**src/rtl/gaussian_conv_ctrl.sv**
```systemverilog
`default_nettype none
// ---------------------------------------------------------------------------
// gaussian_conv_ctrl : steps an external 5x5 coefficient ROM over one latched
// pixel window, multiply-accumulates, then rounds/saturates to one pixel.
// Revision 1.0
// ---------------------------------------------------------------------------
module gaussian_conv_ctrl #(
  parameter int PIX_W  = 8,
  parameter int COEF_W = 16,
  parameter int FRAC   = 12,
  parameter int ACC_W  = 24
) (
  input  logic                  clk,
  input  logic                  rst_n,
  input  logic                  flush,
  input  logic                  win_valid,
  output logic                  win_ready,
  input  logic [25*PIX_W-1:0]   win_data,
  output logic [4:0]            rom_addr,
  input  logic [COEF_W-1:0]     rom_data,
  output logic                  out_valid,
  input  logic                  out_ready,
  output logic [PIX_W-1:0]      out_pixel,
  output logic                  busy
);

  typedef enum logic [1:0] {
    IDLE = 2'd0,
    MAC  = 2'd1,
    RND  = 2'd2,
    OUT  = 2'd3
  } state_t;

  localparam int            NTAPS    = 25;
  localparam logic [4:0]    LAST_IDX = 5'd24;
  localparam logic [ACC_W:0] HALF    = (ACC_W+1)'(1) << (FRAC-1);
  localparam logic [ACC_W:0] PIX_MAX = (ACC_W+1)'((1 << PIX_W) - 1);

  state_t                    state;
  logic [4:0]                idx;
  logic [ACC_W-1:0]          acc;
  logic [PIX_W-1:0]          taps [NTAPS];
  logic [PIX_W+COEF_W-1:0]   prod;
  logic [ACC_W:0]            rounded;
  logic [ACC_W:0]            shifted;
  logic [PIX_W-1:0]          sat_pixel;
  logic                      accept;

  assign accept   = (state == IDLE) && win_valid && win_ready && !flush;
  assign rom_addr = (state == MAC) ? idx : 5'd0;
  assign busy     = (state != IDLE);

  always_comb begin
    prod      = (PIX_W+COEF_W)'(taps[idx]) * (PIX_W+COEF_W)'(rom_data);
    rounded   = {1'b0, acc} + HALF;
    shifted   = rounded >> FRAC;
    sat_pixel = (shifted > PIX_MAX) ? PIX_MAX[PIX_W-1:0] : shifted[PIX_W-1:0];
  end

  // Window storage is data-path only, so it carries no reset.
  always_ff @(posedge clk) begin
    if (accept) begin
      for (int k = 0; k < NTAPS; k++) begin
        taps[k] <= win_data[PIX_W*k +: PIX_W];
      end
    end
  end

  always_ff @(posedge clk or negedge rst_n) begin
    if (!rst_n) begin
      state     <= IDLE;
      idx       <= 5'd0;
      acc       <= '0;
      out_pixel <= '0;
      out_valid <= 1'b0;
      win_ready <= 1'b0;
    end else if (flush) begin
      state     <= IDLE;
      idx       <= 5'd0;
      acc       <= '0;
      out_pixel <= '0;
      out_valid <= 1'b0;
      win_ready <= 1'b1;
    end else begin
      case (state)
        IDLE: begin
          if (win_valid && win_ready) begin
            acc       <= '0;
            idx       <= 5'd0;
            win_ready <= 1'b0;
            state     <= MAC;
          end else begin
            win_ready <= 1'b1;
          end
        end
        MAC: begin
          acc <= acc + ACC_W'(prod);
          if (idx == LAST_IDX) begin
            idx   <= 5'd0;
            state <= RND;
          end else begin
            idx <= idx + 5'd1;
          end
        end
        RND: begin
          out_pixel <= sat_pixel;
          out_valid <= 1'b1;
          state     <= OUT;
        end
        OUT: begin
          if (out_ready) begin
            out_valid <= 1'b0;
            win_ready <= 1'b1;
            state     <= IDLE;
          end
        end
        default: state <= IDLE;
      endcase
    end
  end

endmodule
`default_nettype wire

```
**config.mk**
```make
export PLATFORM = sky130hd
export DESIGN_NAME = gaussian_conv_ctrl
export DESIGN_NICKNAME = d
export VERILOG_FILES = /design/src/rtl/gaussian_conv_ctrl.sv
export SDC_FILE = /design/constraint.sdc
export NUM_CORES = 1
export LEC_CHECK = 0
export BUFFER_PORTS_ARGS = -buffer_cell sky130_fd_sc_hd__clkbuf_2
export CAP_MARGIN = 20
export CORE_MARGIN = 2
export CORE_UTILIZATION = 59
export CTS_BUF_LIST = sky130_fd_sc_hd__clkbuf_8
export DETAILED_ROUTE_END_ITERATION = 6
export GPL_ROUTABILITY_DRIVEN = 0
export PLACE_DENSITY = 0.83
export SLEW_MARGIN = 5
export SYNTH_ARGS = -nofsm -noshare
export SYNTH_HDL_FRONTEND = slang
export SYNTH_SLANG_ARGS = --single-unit
```
**constraint.sdc**
```tcl
create_clock -name clk -period 21.5 [get_ports clk]
set_clock_uncertainty 0.2 [all_clocks]
set_input_delay 4.3 -clock clk [delete_from_list [all_inputs] [get_ports clk]]
set_output_delay 4.3 -clock clk [all_outputs]
set_load 0.03 [all_outputs]
```
; ---- After elaboration in Yosys (flattened, before gate mapping)
; Memories as Yosys holds them, arrays and structs flattened.
; Cells that the tools add are included.
; Widths: inputs -> output; s select.
[classes]
div_mod_pow = 0
shift = 0
magnitude_cmp = 1
bitwise_logic = 0
mul = 1
n_eq_ne = 7
muxes = 25
addsub = 3
reduce_logical = 15
[ops]
columns = cell, n
row1 = $mux 24, 2
row2 = $pmux 24 s2, 1
row3 = $add 24x12->25 const B, 1
row4 = $add 24x24->24, 1
row5 = $mul 8x16->24, 1
row6 = $mux 8, 3
row7 = $mux 5, 4
row8 = $gt 13x8->1 const B, 1
row9 = $pmux 5 s2, 1
row10 = $reduce_bool 3->1, 3
row11 = $mux 2, 4
row12 = $pmux 2 s4, 1
row13 = $mux 1, 7
row14 = $ne 3x2->1 const B, 2
row15 = $reduce_and 2->1, 3
row16 = $add 5x1->5 const B, 1
row17 = $eq 5x5->1 const B, 1
row18 = $eq 2x2->1 const B, 2
row19 = $logic_and 1x1->1, 4
row20 = $pmux 1 s2, 2
row21 = $reduce_bool 2->1, 2
row22 = $ne 3x3->1 const B, 1
row23 = $reduce_and 3->1, 1
row24 = $eq 2x1->1 const B, 1
row25 = 2 further kinds, 2
[totals]
latch_bits = 0
mem_bits_ro = 0
ff_bits = 41
n_memories = 1
elab_cells = 59
ram_bits = 200
out_inout_bits = 16
[mem_list]
columns = name, words, word_bits, read_ports, rd_clocked_by_memory_dff, wr, line_no
row1 = taps, 25, 8, 1, 0, 25, 42  ; logic [PIX_W-1:0] taps [NTAPS];

; ---- Logic depth before layout (Yosys ltp)
; Gate-level depths: netlist of the first run.
[logic_depth]
ltp_word = 6
mapped_depth = 26
depth_no_buf = 22

; ---- Worst setup path after synthesis of the first run
; No wires, ideal clock.
[synth_timing]
kind = input port to flip-flop
start = input flush
end = memory taps[0][0], enable pin
t_required_ns = 20.295
arrival_ns = 17.962
path_slack_ns = 2.333
n_path_buf = 1
path_stages = 2
path_cell_list = clkbuf_1 nor3_1
[synth_rtl]
columns = item, line_no
row1 = start: declaration, 15  ; input logic flush,
row2 = end: declaration, 42

; ---- Final worst setup path of the first run
[layout_timing]
start = input rom_data[0]
end = register acc[22]
[layout_via]
elab_chain_cells = 4
[layout_lines]
columns = item, line_no
row1 = start: declaration, 20  ; input logic [COEF_W-1:0] rom_data,
row2 = $mul 8x16->24, 54  ; prod = (PIX_W+COEF_W)'(taps[idx]) * (PIX_W+COEF_W)'(rom_data);
row3 = $add 24x24->24, 97  ; acc <= acc + ACC_W'(prod);
row4 = $pmux 24 s2, 85  ; case (state)
row5 = $mux 24, 77  ; end else if (flush) begin
row6 = end signal: assignment, 97
row7 = end: declaration, 41  ; logic [ACC_W-1:0] acc;
; No other way between the ends.
; A chain may end at the register's enable or synchronous reset.

==> impl_metrics.prom, run 1 <==
# TYPE chip_impl_metric gauge
chip_impl_metric{name="clock_path_buffers",unit=""} 3
chip_impl_metric{name="filler_cell_count",unit=""} 1714
chip_impl_metric{name="wire_length_of_the_first_global_routing_pass",unit="microns"} 51700
chip_impl_info{name="synth_top_flop_cell",value="sky130_fd_sc_hd__edfxtp_1"} 1
chip_impl_metric{name="drt_pass1_iterations",unit=""} 5
chip_impl_metric{name="area_delta_synth_final",unit="%"} 14.6
chip_impl_metric{name="post-route-period-util",unit=""} 0.398
chip_impl_metric{name="fp.coreArea",unit="sq um"} 24200
chip_impl_metric{name="die_h",unit="microns"} 161
chip_impl_metric{name="place_worst_setup_slack",unit="ns"} 12.48
chip_impl_metric{name="globalRoute.totalOverflow",unit=""} 0
chip_impl_info{name="cts_tree",value="built"} 1
chip_impl_metric{name="grtUsageTotal",unit=""} 0.259
chip_impl_info{name="synth_top_cell_by_area",value="sky130_fd_sc_hd__edfxtp_1"} 1
chip_impl_metric{name="count_of_flip_flops_with_a_built_in_enable_after_synthesis",unit=""} 200
chip_impl_metric{name="cts_resized",unit=""} 0
chip_impl_metric{name="clk_pin_slew",unit="ns"} 0.06
chip_impl_metric{name="grt_pass1_vias",unit=""} 9857
chip_impl_metric{name="synth-async-reset-ratio",unit=""} 0.170
chip_impl_metric{name="drc_errors",unit=""} 0
chip_impl_metric{name="row_count",unit=""} 57
chip_impl_metric{name="fin_nets",unit=""} 1701
chip_impl_metric{name="critPathArrivalTime",unit="ns"} 8.77
chip_impl_metric{name="initial_core_util",unit=""} 0.598
chip_impl_info{name="end_kind",value="flop"} 1
chip_impl_metric{name="via_per_inst",unit=""} 5.49
chip_impl_metric{name="timing.slew.headroom",unit=""} 0.236
chip_impl_info{name="startpoint_type",value="primary input"} 1
chip_impl_metric{name="htree_num_levels",unit=""} 2
chip_impl_metric{name="drtAntennaViolNets",unit=""} 0
chip_impl_metric{name="fin_crit",unit="ns"} 8.55
chip_impl_metric{name="synthesis.area_per_instance",unit="sq um"} 13.4
chip_impl_metric{name="tritoncts.num_buffers",unit=""} 38
chip_impl_metric{name="ys_types",unit=""} 53
chip_impl_metric{name="antenna_found_initial",unit=""} 1
chip_impl_metric{name="numPortBuffers",unit=""} 236
chip_impl_metric{name="vias",unit=""} 9211
chip_impl_metric{name="synth_seq_cells",unit=""} 241
chip_impl_metric{name="cts.sink_count",unit=""} 241
chip_impl_metric{name="worst-path-max-fanout",unit=""} 8
chip_impl_metric{name="maxSlewViolCount",unit=""} 0
chip_impl_metric{name="clk_lat_worst_skew",unit="ns"} 0.53
chip_impl_metric{name="synth-warning-count",unit=""} 0
chip_impl_metric{name="syn-instance-count",unit=""} 1082
chip_impl_metric{name="holdBufCountCts",unit=""} 0
chip_impl_metric{name="totalWireLength",unit="microns"} 31900
chip_impl_info{name="unrepaired_setup_endpoints_after_global_routing",value="no"} 1
chip_impl_metric{name="achievable-frequency",unit="MHz"} 117
chip_impl_metric{name="final_layout_size_suffix_gt1_frac",unit=""} 0.277
chip_impl_metric{name="avgRoutedWirePerCell",unit="microns"} 19.0
chip_impl_info{name="result_of_the_run",value="finished clean"} 1
chip_impl_metric{name="synth-seq-area-share",unit=""} 0.485
chip_impl_metric{name="dieArea",unit="sq um"} 25800
chip_impl_metric{name="finalCoreUtilization",unit=""} 0.685
chip_impl_info{name="post_synth_main_area_contributors",value="sky130_fd_sc_hd__edfxtp_1 (41%), sky130_fd_sc_hd__fa_1 (15%), sky130_fd_sc_hd__mux4_2 (7.5%)"} 1
chip_impl_metric{name="drt-initial-drc-count",unit=""} 648
chip_impl_metric{name="max_cap_violations",unit=""} 0
chip_impl_metric{name="worst_slack",unit="ns"} 12.95
chip_impl_metric{name="top_level_ports",unit=""} 237
chip_impl_info{name="path_class",value="in2reg"} 1
chip_impl_info{name="holdCritPathClass",value="reg2reg"} 1
chip_impl_metric{name="tightest_slew",unit="ns"} 1.15
chip_impl_metric{name="grt_start_max_net_pins",unit=""} 201
chip_impl_metric{name="setup_tns",unit="ns"} 0
chip_impl_metric{name="place_hpwl",unit="microns"} 24100
chip_impl_metric{name="synth.cell_area",unit="sq um"} 14500
chip_impl_info{name="root_buffer",value="sky130_fd_sc_hd__clkbuf_8"} 1
chip_impl_metric{name="synth_largest_type_area_fraction",unit=""} 0.414
chip_impl_metric{name="worst_ep_required_time",unit="ns"} 21.71
chip_impl_metric{name="setup_viol",unit=""} 0
chip_impl_metric{name="final_hold_viol_count",unit=""} 0
chip_impl_metric{name="mappedNetlistNets",unit=""} 1459
chip_impl_metric{name="dieWidth",unit="microns"} 161
chip_impl_metric{name="postCtsSetupRepairBufs",unit=""} 0
-- cells in the mapped netlist, drive strengths merged, types with 15 or more instances --
library cell and n:
buf 27, a21oi 16, edfxtp 200, xnor2 21, mux2i 26, fa 106, a22o 15, and2 98
nor2 25, mux4 48, ha 50, nand2 83, inv 174, o21ai 33, dfrtp 41
-- path summary, 6_finish.rpt --
check                            start      end  slack, ns  cells after the start
min reg2reg                     acc[5]   acc[5]       0.28                      2
max in group asynchronous        rst_n   idx[0]      17.02                      2
max                        rom_data[0]  acc[22]      12.95                     17
min in group asynchronous        rst_n  acc[19]       3.64                      2
max reg2reg                     idx[0]  acc[17]      14.07                     18
min                             acc[5]   acc[5]       0.28                      2
-- cell type report --
| class | count | area, sq um | share of cell area |
|---|---|---|---|
| flip-flops and latches | 241 | 7040 | 0.424 |
| multi-input cells | 627 | 6550 | 0.394 |
| repair buffers | 242 | 1240 | 0.0746 |
| inverters | 174 | 653 | 0.0393 |
| clock buffers | 44 | 606 | 0.0364 |
| well taps | 324 | 405 | 0.0244 |
| clock inverters | 25 | 123 | 0.00738 |
| diodes | 1 | 2.50 | 0.000151 |
-- per-layer routing --
| layer | vias up | GRT usage | share of wire |
|---|---|---|---|
| met5 | - | 0 | 0 |
| met4 | 0 | 0.0873 | 0.031 |
| met3 | 70 | 0.0537 | 0.075 |
| met2 | 381 | 0.444 | 0.51 |
| met1 | 4550 | 0.332 | 0.39 |
| li1 | 4210 | - | - |
-- cell families (layout without fill, tap and decap cells) --
kind of cell               after synthesis  in the layout  share of synthesized area
AOI/OAI and AO/OA                      120            120                     0.0635
xor gates and xnor gates                25             25                     0.0151
adders and majority gates              156            156                      0.190
buffers and inverters                  214            485                     0.0637
DFF                                    241            241                      0.485
muxes                                   74             74                     0.0925
other                                    0              1                          0
and+or+nand+nor                        252            252                     0.0904
-- state kept, by name, indices dropped and copies added (netlist names) --
| register | flops |
|---|---|
| win_ready | 1 |
| acc | 24 |
| state | 2 |
| idx | 5 |
| taps | 200 |
| out_pixel | 8 |
| out_valid | 1 |
-- worst max-delay path, cell delays in order --
cell	delay (ns)
sky130_fd_sc_hd__clkbuf_2	0.17
sky130_fd_sc_hd__nand2_1	0.10
sky130_fd_sc_hd__fa_1	0.55
sky130_fd_sc_hd__fa_1	0.56
sky130_fd_sc_hd__inv_1	0.06
sky130_fd_sc_hd__fa_1	0.55
sky130_fd_sc_hd__inv_1	0.07
sky130_fd_sc_hd__fa_1	0.55
sky130_fd_sc_hd__inv_1	0.05
sky130_fd_sc_hd__ha_1	0.35
sky130_fd_sc_hd__o211ai_1	0.13
sky130_fd_sc_hd__o211ai_1	0.32
sky130_fd_sc_hd__nand3_1	0.12
sky130_fd_sc_hd__o21ai_0	0.36
sky130_fd_sc_hd__a41oi_1	0.19
sky130_fd_sc_hd__xnor2_1	0.16
sky130_fd_sc_hd__a22o_1	0.19
-- layout by cell type (no fill, tap or decap), types with 8 or more instances in the layout --
cell,n
sky130_fd_sc_hd__o21ai_1,9
sky130_fd_sc_hd__nand3_1,12
sky130_fd_sc_hd__inv_1,183
sky130_fd_sc_hd__xnor2_1,21
sky130_fd_sc_hd__clkbuf_8,44
sky130_fd_sc_hd__a22o_1,15
sky130_fd_sc_hd__nand2_1,83
sky130_fd_sc_hd__mux4_2,48
sky130_fd_sc_hd__a21oi_1,15
sky130_fd_sc_hd__a211oi_2,8
sky130_fd_sc_hd__nand2b_1,8
sky130_fd_sc_hd__o21ai_0,24
sky130_fd_sc_hd__and2_1,96
sky130_fd_sc_hd__edfxtp_1,200
sky130_fd_sc_hd__a21o_1,10
sky130_fd_sc_hd__mux2i_1,26
sky130_fd_sc_hd__clkbuf_2,236
sky130_fd_sc_hd__nor2_1,25
sky130_fd_sc_hd__fa_1,106
sky130_fd_sc_hd__o221ai_2,8
sky130_fd_sc_hd__dfrtp_1,39
sky130_fd_sc_hd__ha_1,50
-- through the flow --
step                      area, sq um  hold slack, ns  cells
after floorplan                 14500           0.249   1082
after global placement          15900           0.262   1608
after detailed placement        15900           0.268   1608
after CTS                       16600           0.281   1677
after global routing            16600           0.302   1678
final                           16600           0.277   1678
Power of run 1 is left out: the tool's default activity adds up to more than one toggle a clock period on the data nets, which glitch-free logic cannot reach.
==> run 2, diff against run 1 <==
==> constraint.sdc (replaced) <==
create_clock -name clk -period 8.05 [get_ports clk]
set_clock_uncertainty 0.2 [all_clocks]
set_input_delay 1.61 -clock clk [delete_from_list [all_inputs] [get_ports clk]]
set_output_delay 1.61 -clock clk [all_outputs]
set_load 0.03 [all_outputs]
==> run 2 against run 1 <==
Flip-flop and latch count is the same. Register-to-register slack got worse by 13 ns. Global-route usage shrank 0.37 points. Setup slack got worse by 12 ns. Utilization grew 0.21 points. Via count up 0.41%. Hold slack better by 0.0059 ns. Die area stayed put. Cell count is 0.18% higher. Wire length fell by 1.6%.
==> impl_metrics.prom, run 2 (synthesis gave the netlist of run 1 again) <==
# TYPE chip_impl_metric gauge
chip_impl_metric{name="globalRoute.totalOverflow",unit=""} 0
chip_impl_metric{name="critPathArrivalTime",unit="ns"} 7.26
chip_impl_metric{name="dieWidth",unit="microns"} 161
chip_impl_metric{name="fin_crit",unit="ns"} 7.05
chip_impl_metric{name="die_h",unit="microns"} 161
chip_impl_metric{name="filler_cell_count",unit=""} 1719
chip_impl_metric{name="dieArea",unit="sq um"} 25800
chip_impl_metric{name="avgRoutedWirePerCell",unit="microns"} 18.7
chip_impl_metric{name="numPortBuffers",unit=""} 236
chip_impl_metric{name="worst_ep_required_time",unit="ns"} 8.26
chip_impl_metric{name="post-route-period-util",unit=""} 0.875
chip_impl_metric{name="area_delta_synth_final",unit="%"} 15.0
chip_impl_metric{name="via_per_inst",unit=""} 5.50
chip_impl_metric{name="grtUsageTotal",unit=""} 0.255
chip_impl_metric{name="fp.coreArea",unit="sq um"} 24200
chip_impl_metric{name="final_hold_viol_count",unit=""} 0
chip_impl_info{name="unrepaired_setup_endpoints_after_global_routing",value="no"} 1
chip_impl_metric{name="clock_path_buffers",unit=""} 3
chip_impl_info{name="result_of_the_run",value="finished clean"} 1
chip_impl_metric{name="postCtsSetupRepairBufs",unit=""} 0
chip_impl_metric{name="drt_pass1_iterations",unit=""} 5
chip_impl_metric{name="htree_num_levels",unit=""} 2
chip_impl_metric{name="setup_viol",unit=""} 0
chip_impl_metric{name="maxSlewViolCount",unit=""} 0
chip_impl_metric{name="hold_slack",unit="ns"} 0.283
chip_impl_info{name="cts_tree",value="built"} 1
chip_impl_info{name="holdCritPathClass",value="reg2reg"} 1
chip_impl_metric{name="grt_pass1_vias",unit=""} 9905
chip_impl_metric{name="drc_errors",unit=""} 0
chip_impl_metric{name="final_layout_size_suffix_gt1_frac",unit=""} 0.275
chip_impl_metric{name="drtAntennaViolNets",unit=""} 0
chip_impl_info{name="registers.top_by_ff_count",value="taps"} 1
chip_impl_metric{name="worst-path-max-fanout",unit=""} 39
chip_impl_info{name="layout_commonest_cell",value="sky130_fd_sc_hd__clkbuf_2"} 1
chip_impl_metric{name="drt-initial-drc-count",unit=""} 814
chip_impl_info{name="startpoint_type",value="flop"} 1
chip_impl_info{name="layout_top_registers",value="taps: 200 flops, acc: 24 flops, out_pixel: 8 flops"} 1
chip_impl_metric{name="tritoncts.num_buffers",unit=""} 39
chip_impl_metric{name="grt_start_max_net_pins",unit=""} 201
chip_impl_metric{name="cts.sink_count",unit=""} 241
chip_impl_metric{name="holdBufCountCts",unit=""} 0
chip_impl_info{name="final_cell_mix",value="sky130_fd_sc_hd__clkbuf_2 (236), sky130_fd_sc_hd__edfxtp_1 (200), sky130_fd_sc_hd__inv_1 (185)"} 1
chip_impl_metric{name="clk_pin_slew",unit="ns"} 0.06
chip_impl_metric{name="cts_resized",unit=""} 0
chip_impl_metric{name="setup_tns",unit="ns"} 0
chip_impl_metric{name="place_hpwl",unit="microns"} 24000
chip_impl_metric{name="initial_core_util",unit=""} 0.598
chip_impl_metric{name="max_cap_violations",unit=""} 0
chip_impl_info{name="path_class",value="reg2reg"} 1
chip_impl_metric{name="clk_lat_worst_skew",unit="ns"} 0.53
chip_impl_info{name="root_buffer",value="sky130_fd_sc_hd__clkbuf_8"} 1
chip_impl_metric{name="timing.slew.headroom",unit=""} 0.281
chip_impl_metric{name="fin_nets",unit=""} 1704
chip_impl_metric{name="achievable-frequency",unit="MHz"} 142
chip_impl_metric{name="max_reg_flops",unit=""} 200
chip_impl_metric{name="row_count",unit=""} 57
chip_impl_metric{name="totalWireLength",unit="microns"} 31400
chip_impl_metric{name="wire_length_of_the_first_global_routing_pass",unit="microns"} 51100
chip_impl_metric{name="tightest_slew",unit="ns"} 1.08
chip_impl_metric{name="antenna_found_initial",unit=""} 2
chip_impl_metric{name="top_level_ports",unit=""} 237
chip_impl_info{name="end_kind",value="flop"} 1
chip_impl_metric{name="vias",unit=""} 9249
## run 2: final timing paths
| kind | from | cells after the start | slack (ns) | to |
|---|---|---|---|---|
| max | idx[0] | 22 | 1.00 | acc[22] |
| min | acc[2] | 2 | 0.28 | acc[2] |
| max reg2reg | idx[0] | 22 | 1.00 | acc[22] |
| min reg2reg | acc[2] | 2 | 0.28 | acc[2] |
| max in group asynchronous | rst_n | 2 | 6.28 | idx[0] |
| min in group asynchronous | rst_n | 2 | 0.95 | out_pixel[7] |
## run 2: cell type report
type                            count  area, sq um  share of cell area
Inverter                          174          653              0.0392
Sequential cell                   241         7040               0.422
Timing Repair Buffer              244         1250              0.0752
Clock buffer                       43          592              0.0355
Clock inverter                     26          164             0.00983
Tap cell                          324          405              0.0243
Multi-Input combinational cell    627         6560               0.393
Antenna cell                        2         5.00            0.000300
## run 2: worst max-delay path, stage by stage, from the launching register on
cell and delay (ns):
sky130_fd_sc_hd__dfrtp_4 0.93, sky130_fd_sc_hd__mux4_2 0.59, sky130_fd_sc_hd__mux2i_1 0.26, sky130_fd_sc_hd__o21ai_1 0.10, sky130_fd_sc_hd__nand2_1 0.11, sky130_fd_sc_hd__o221ai_2 0.30
sky130_fd_sc_hd__and2_1 0.31, sky130_fd_sc_hd__fa_1 0.50, sky130_fd_sc_hd__inv_1 0.05, sky130_fd_sc_hd__fa_1 0.47, sky130_fd_sc_hd__inv_1 0.06, sky130_fd_sc_hd__fa_1 0.54
sky130_fd_sc_hd__inv_1 0.06, sky130_fd_sc_hd__fa_1 0.52, sky130_fd_sc_hd__inv_1 0.04, sky130_fd_sc_hd__ha_1 0.35, sky130_fd_sc_hd__o211ai_1 0.13, sky130_fd_sc_hd__o211ai_1 0.35
sky130_fd_sc_hd__nand3_1 0.12, sky130_fd_sc_hd__o21ai_0 0.37, sky130_fd_sc_hd__a41oi_1 0.19, sky130_fd_sc_hd__xnor2_1 0.15, sky130_fd_sc_hd__a22o_1 0.20
## run 2: routing by layer
layer | vias to the layer above | wire length (microns) | GRT usage | part of all wire
met4 | 0 | 956 | 0.0938 | 0.030
li1 | 4208 | - | - | -
met3 | 66 | 2400 | 0.0563 | 0.076
met1 | 4568 | 12200 | 0.333 | 0.39
met2 | 407 | 15900 | 0.426 | 0.50
met5 | - | 0 | 0 | 0
## run 2: per-stage QoR
| stage | instance area (sq um) | setup WS [ns] | utilization | std cells |
|---|---|---|---|---|
| after floorplan | 14500 | 0.805 | - | 1082 |
| after global placement | 15900 | 1.12 | 0.656 | 1610 |
| after detailed placement | 15900 | 1.00 | 0.656 | 1610 |
| after CTS | 16700 | 0.993 | 0.687 | 1679 |
| after global routing | 16700 | 0.540 | 0.687 | 1681 |
| final | 16700 | 1.00 | 0.687 | 1681 |
Power of run 2 is left out for the same reason.
==> run 3, diff against run 2 <==
--- a/config.mk
+++ b/config.mk
@@ -13,6 +13,7 @@
 export DETAILED_ROUTE_END_ITERATION = 6
 export GPL_ROUTABILITY_DRIVEN = 0
 export PLACE_DENSITY = 0.83
+export REMOVE_ABC_BUFFERS = 1
 export SLEW_MARGIN = 5
 export SYNTH_ARGS = -nofsm -noshare
 export SYNTH_HDL_FRONTEND = slang
==> run 3 against run 2 <==
Critical path depth is 2 lower. Critical endpoint unchanged. The run now ends with design-rule violations left. Wire length is 2.9% higher. First-iteration DRC count is 9.3% lower.
==> impl_metrics.prom, run 3 (synthesis gave the netlist of run 1 again) <==
# TYPE chip_impl_metric gauge
chip_impl_info{name="result_of_the_run",value="finished, violations left"} 1
chip_impl_info{name="violated_checks",value="design-rule violations"} 1
chip_impl_info{name="end_kind",value="flop"} 1
chip_impl_metric{name="wire_length_of_the_first_global_routing_pass",unit="microns"} 52200
chip_impl_metric{name="detailed_place.area",unit="sq um"} 15900
chip_impl_metric{name="grtUsageTotal",unit=""} 0.261
chip_impl_metric{name="fin_nets",unit=""} 1706
chip_impl_metric{name="post-route-period-util",unit=""} 0.893
chip_impl_metric{name="htree_num_levels",unit=""} 2
chip_impl_info{name="holdCritPathClass",value="reg2reg"} 1
chip_impl_metric{name="critPathArrivalTime",unit="ns"} 7.43
chip_impl_metric{name="setup_tns",unit="ns"} 0
chip_impl_metric{name="dieArea",unit="sq um"} 25800
chip_impl_metric{name="clock_path_buffers",unit=""} 3
chip_impl_info{name="holdCritStartpoint",value="acc[1]"} 1
chip_impl_metric{name="grt_pass1_vias",unit=""} 9967
chip_impl_metric{name="tightest_slew",unit="ns"} 1.10
chip_impl_metric{name="fp.coreArea",unit="sq um"} 24200
chip_impl_metric{name="die_h",unit="microns"} 161
chip_impl_info{name="path_class",value="reg2reg"} 1
chip_impl_metric{name="maxSlewViolCount",unit=""} 0
chip_impl_metric{name="cts_resized",unit=""} 0
chip_impl_metric{name="fin_crit",unit="ns"} 7.19
chip_impl_info{name="startpoint_type",value="flop"} 1
chip_impl_info{name="registers.top_by_ff_count",value="taps"} 1
chip_impl_info{name="cp_cell_sequence",value="mux4_2 -> mux2i_1 -> o221ai_2 -> and2_4 -> fa_1 -> inv_1 -> fa_1 -> inv_1 -> fa_1 -> inv_1 -> fa_1 -> inv_1 -> ha_1 -> o211ai_1 -> o211ai_1 -> nand3_1 -> o21ai_0 -> a41oi_1 -> xnor2_1 -> a22o_1"} 1
chip_impl_metric{name="filler_cell_count",unit=""} 1705
chip_impl_info{name="critical_r2r_launch",value="idx[0]"} 1
chip_impl_info{name="unrepaired_setup_endpoints_after_global_routing",value="no"} 1
chip_impl_metric{name="grt_start_max_net_pins",unit=""} 201
chip_impl_metric{name="area_delta_synth_final",unit="%"} 15.7
chip_impl_metric{name="postCtsSetupRepairBufs",unit=""} 0
chip_impl_info{name="final_cell_mix",value="sky130_fd_sc_hd__clkbuf_2 (236), sky130_fd_sc_hd__edfxtp_1 (200), sky130_fd_sc_hd__inv_1 (180)"} 1
chip_impl_metric{name="initial_core_util",unit=""} 0.598
chip_impl_metric{name="drtAntennaViolNets",unit=""} 0
chip_impl_info{name="layout_commonest_cell",value="sky130_fd_sc_hd__clkbuf_2"} 1
chip_impl_metric{name="worst_ep_required_time",unit="ns"} 8.29
chip_impl_info{name="root_buffer",value="sky130_fd_sc_hd__clkbuf_8"} 1
chip_impl_metric{name="dieWidth",unit="microns"} 161
chip_impl_info{name="layout_top_registers",value="taps: 200 flops, acc: 24 flops, out_pixel: 8 flops"} 1
chip_impl_metric{name="final_hold_viol_count",unit=""} 0
chip_impl_metric{name="max_reg_flops",unit=""} 200
chip_impl_metric{name="row_count",unit=""} 57
chip_impl_info{name="slowest_stage",value="sky130_fd_sc_hd__dfrtp_4"} 1
chip_impl_metric{name="hold_slack",unit="ns"} 0.297
chip_impl_metric{name="timing.critical_path.buf_inv",unit=""} 4
chip_impl_metric{name="cts.sink_count",unit=""} 241
chip_impl_metric{name="numPortBuffers",unit=""} 236
chip_impl_metric{name="max_cap_violations",unit=""} 0
chip_impl_info{name="critical_path.top_delay_family",value="adder cells"} 1
chip_impl_metric{name="top_level_ports",unit=""} 237
chip_impl_metric{name="timing.slew.headroom",unit=""} 0.264
chip_impl_metric{name="clk_pin_slew",unit="ns"} 0.06
chip_impl_metric{name="drt_pass1_iterations",unit=""} 7
chip_impl_metric{name="setup_viol",unit=""} 0
chip_impl_metric{name="achievable-frequency",unit="MHz"} 139
chip_impl_metric{name="holdBufCountCts",unit=""} 0
chip_impl_metric{name="clk_lat_worst_skew",unit="ns"} 0.56
chip_impl_metric{name="antenna_found_initial",unit=""} 2
chip_impl_metric{name="drc_errors",unit=""} 4
chip_impl_info{name="cts_tree",value="built"} 1
chip_impl_metric{name="crit_path_largest_cell_delay",unit="ns"} 0.94
chip_impl_metric{name="fin_area",unit="sq um"} 16800
chip_impl_metric{name="avgRoutedWirePerCell",unit="microns"} 19.2
chip_impl_metric{name="globalRoute.totalOverflow",unit=""} 0
chip_impl_metric{name="tritoncts.num_buffers",unit=""} 41
chip_impl_metric{name="via_per_inst",unit=""} 5.54
chip_impl_metric{name="place_hpwl",unit="microns"} 24600
chip_impl_metric{name="seq_area",unit="sq um"} 7040
chip_impl_metric{name="multi_input_area",unit="sq um"} 6550
chip_impl_metric{name="drt-initial-drc-count",unit=""} 738
chip_impl_metric{name="worst-path-max-fanout",unit=""} 41
chip_impl_metric{name="final_layout_size_suffix_gt1_frac",unit=""} 0.280
chip_impl_metric{name="totalWireLength",unit="microns"} 32400
chip_impl_info{name="worstSetupStartpoint",value="idx[0]"} 1
chip_impl_metric{name="vias",unit=""} 9323
-- run 3: changes by cell type in the layout (fill, tap and decap cells not counted), moves of 2 or more --
cell | previous run | this run
sky130_fd_sc_hd__clkinv_1 | 7 | 5
sky130_fd_sc_hd__inv_1 | 185 | 180
sky130_fd_sc_hd__clkbuf_8 | 43 | 45
sky130_fd_sc_hd__bufinv_16 | 2 | 4
sky130_fd_sc_hd__clkinv_2 | 2 | 4
sky130_fd_sc_hd__diode_2 | 2 | 4
-- run 3: final cells by class --
cell class                 count  area share
sequential                   241       0.420
multi-input combinational    627       0.391
timing repair buffer         244      0.0748
inverter                     174      0.0390
clock buffer                  45      0.0369
tap                          324      0.0242
clock inverter                24      0.0140
antenna                        4    0.000597
-- run 3: path summary, 6_finish.rpt --
| check | endpoint | slack, ns | cells after the start |
|---|---|---|---|
| max | acc[22] | 0.86 | 20 |
| min | acc[1] | 0.30 | 2 |
| max reg2reg | acc[22] | 0.86 | 20 |
| min reg2reg | acc[1] | 0.30 | 2 |
| max in group asynchronous | idx[0] | 6.27 | 2 |
| min in group asynchronous | acc[6] | 0.93 | 2 |
-- run 3: through the flow --
step | setup WS [ns] | utilization | std cells
final | 0.865 | 0.691 | 1683
after global routing | 0.396 | 0.691 | 1683
after CTS | 0.874 | 0.691 | 1679
after detailed placement | 0.951 | 0.656 | 1610
after global placement | 1.02 | 0.656 | 1610
after floorplan | -8.52 | - | 1042
-- run 3: worst min-delay path, stage by stage (launching register included) --
cell,delay (ns)
sky130_fd_sc_hd__dfrtp_1,0.34
sky130_fd_sc_hd__nand2_1,0.05
sky130_fd_sc_hd__o21ai_0,0.07
-- run 3: layer usage --
layer | vias to the layer above | routed length, microns | part of all wire | track usage
li1 | 4218 | - | - | -
met1 | 4631 | 12900 | 0.40 | 0.342
met2 | 404 | 16000 | 0.49 | 0.439
met3 | 70 | 2330 | 0.072 | 0.0560
met4 | 0 | 1110 | 0.034 | 0.0929
met5 | - | 0 | 0 | 0
Power of run 3 is left out for the same reason.
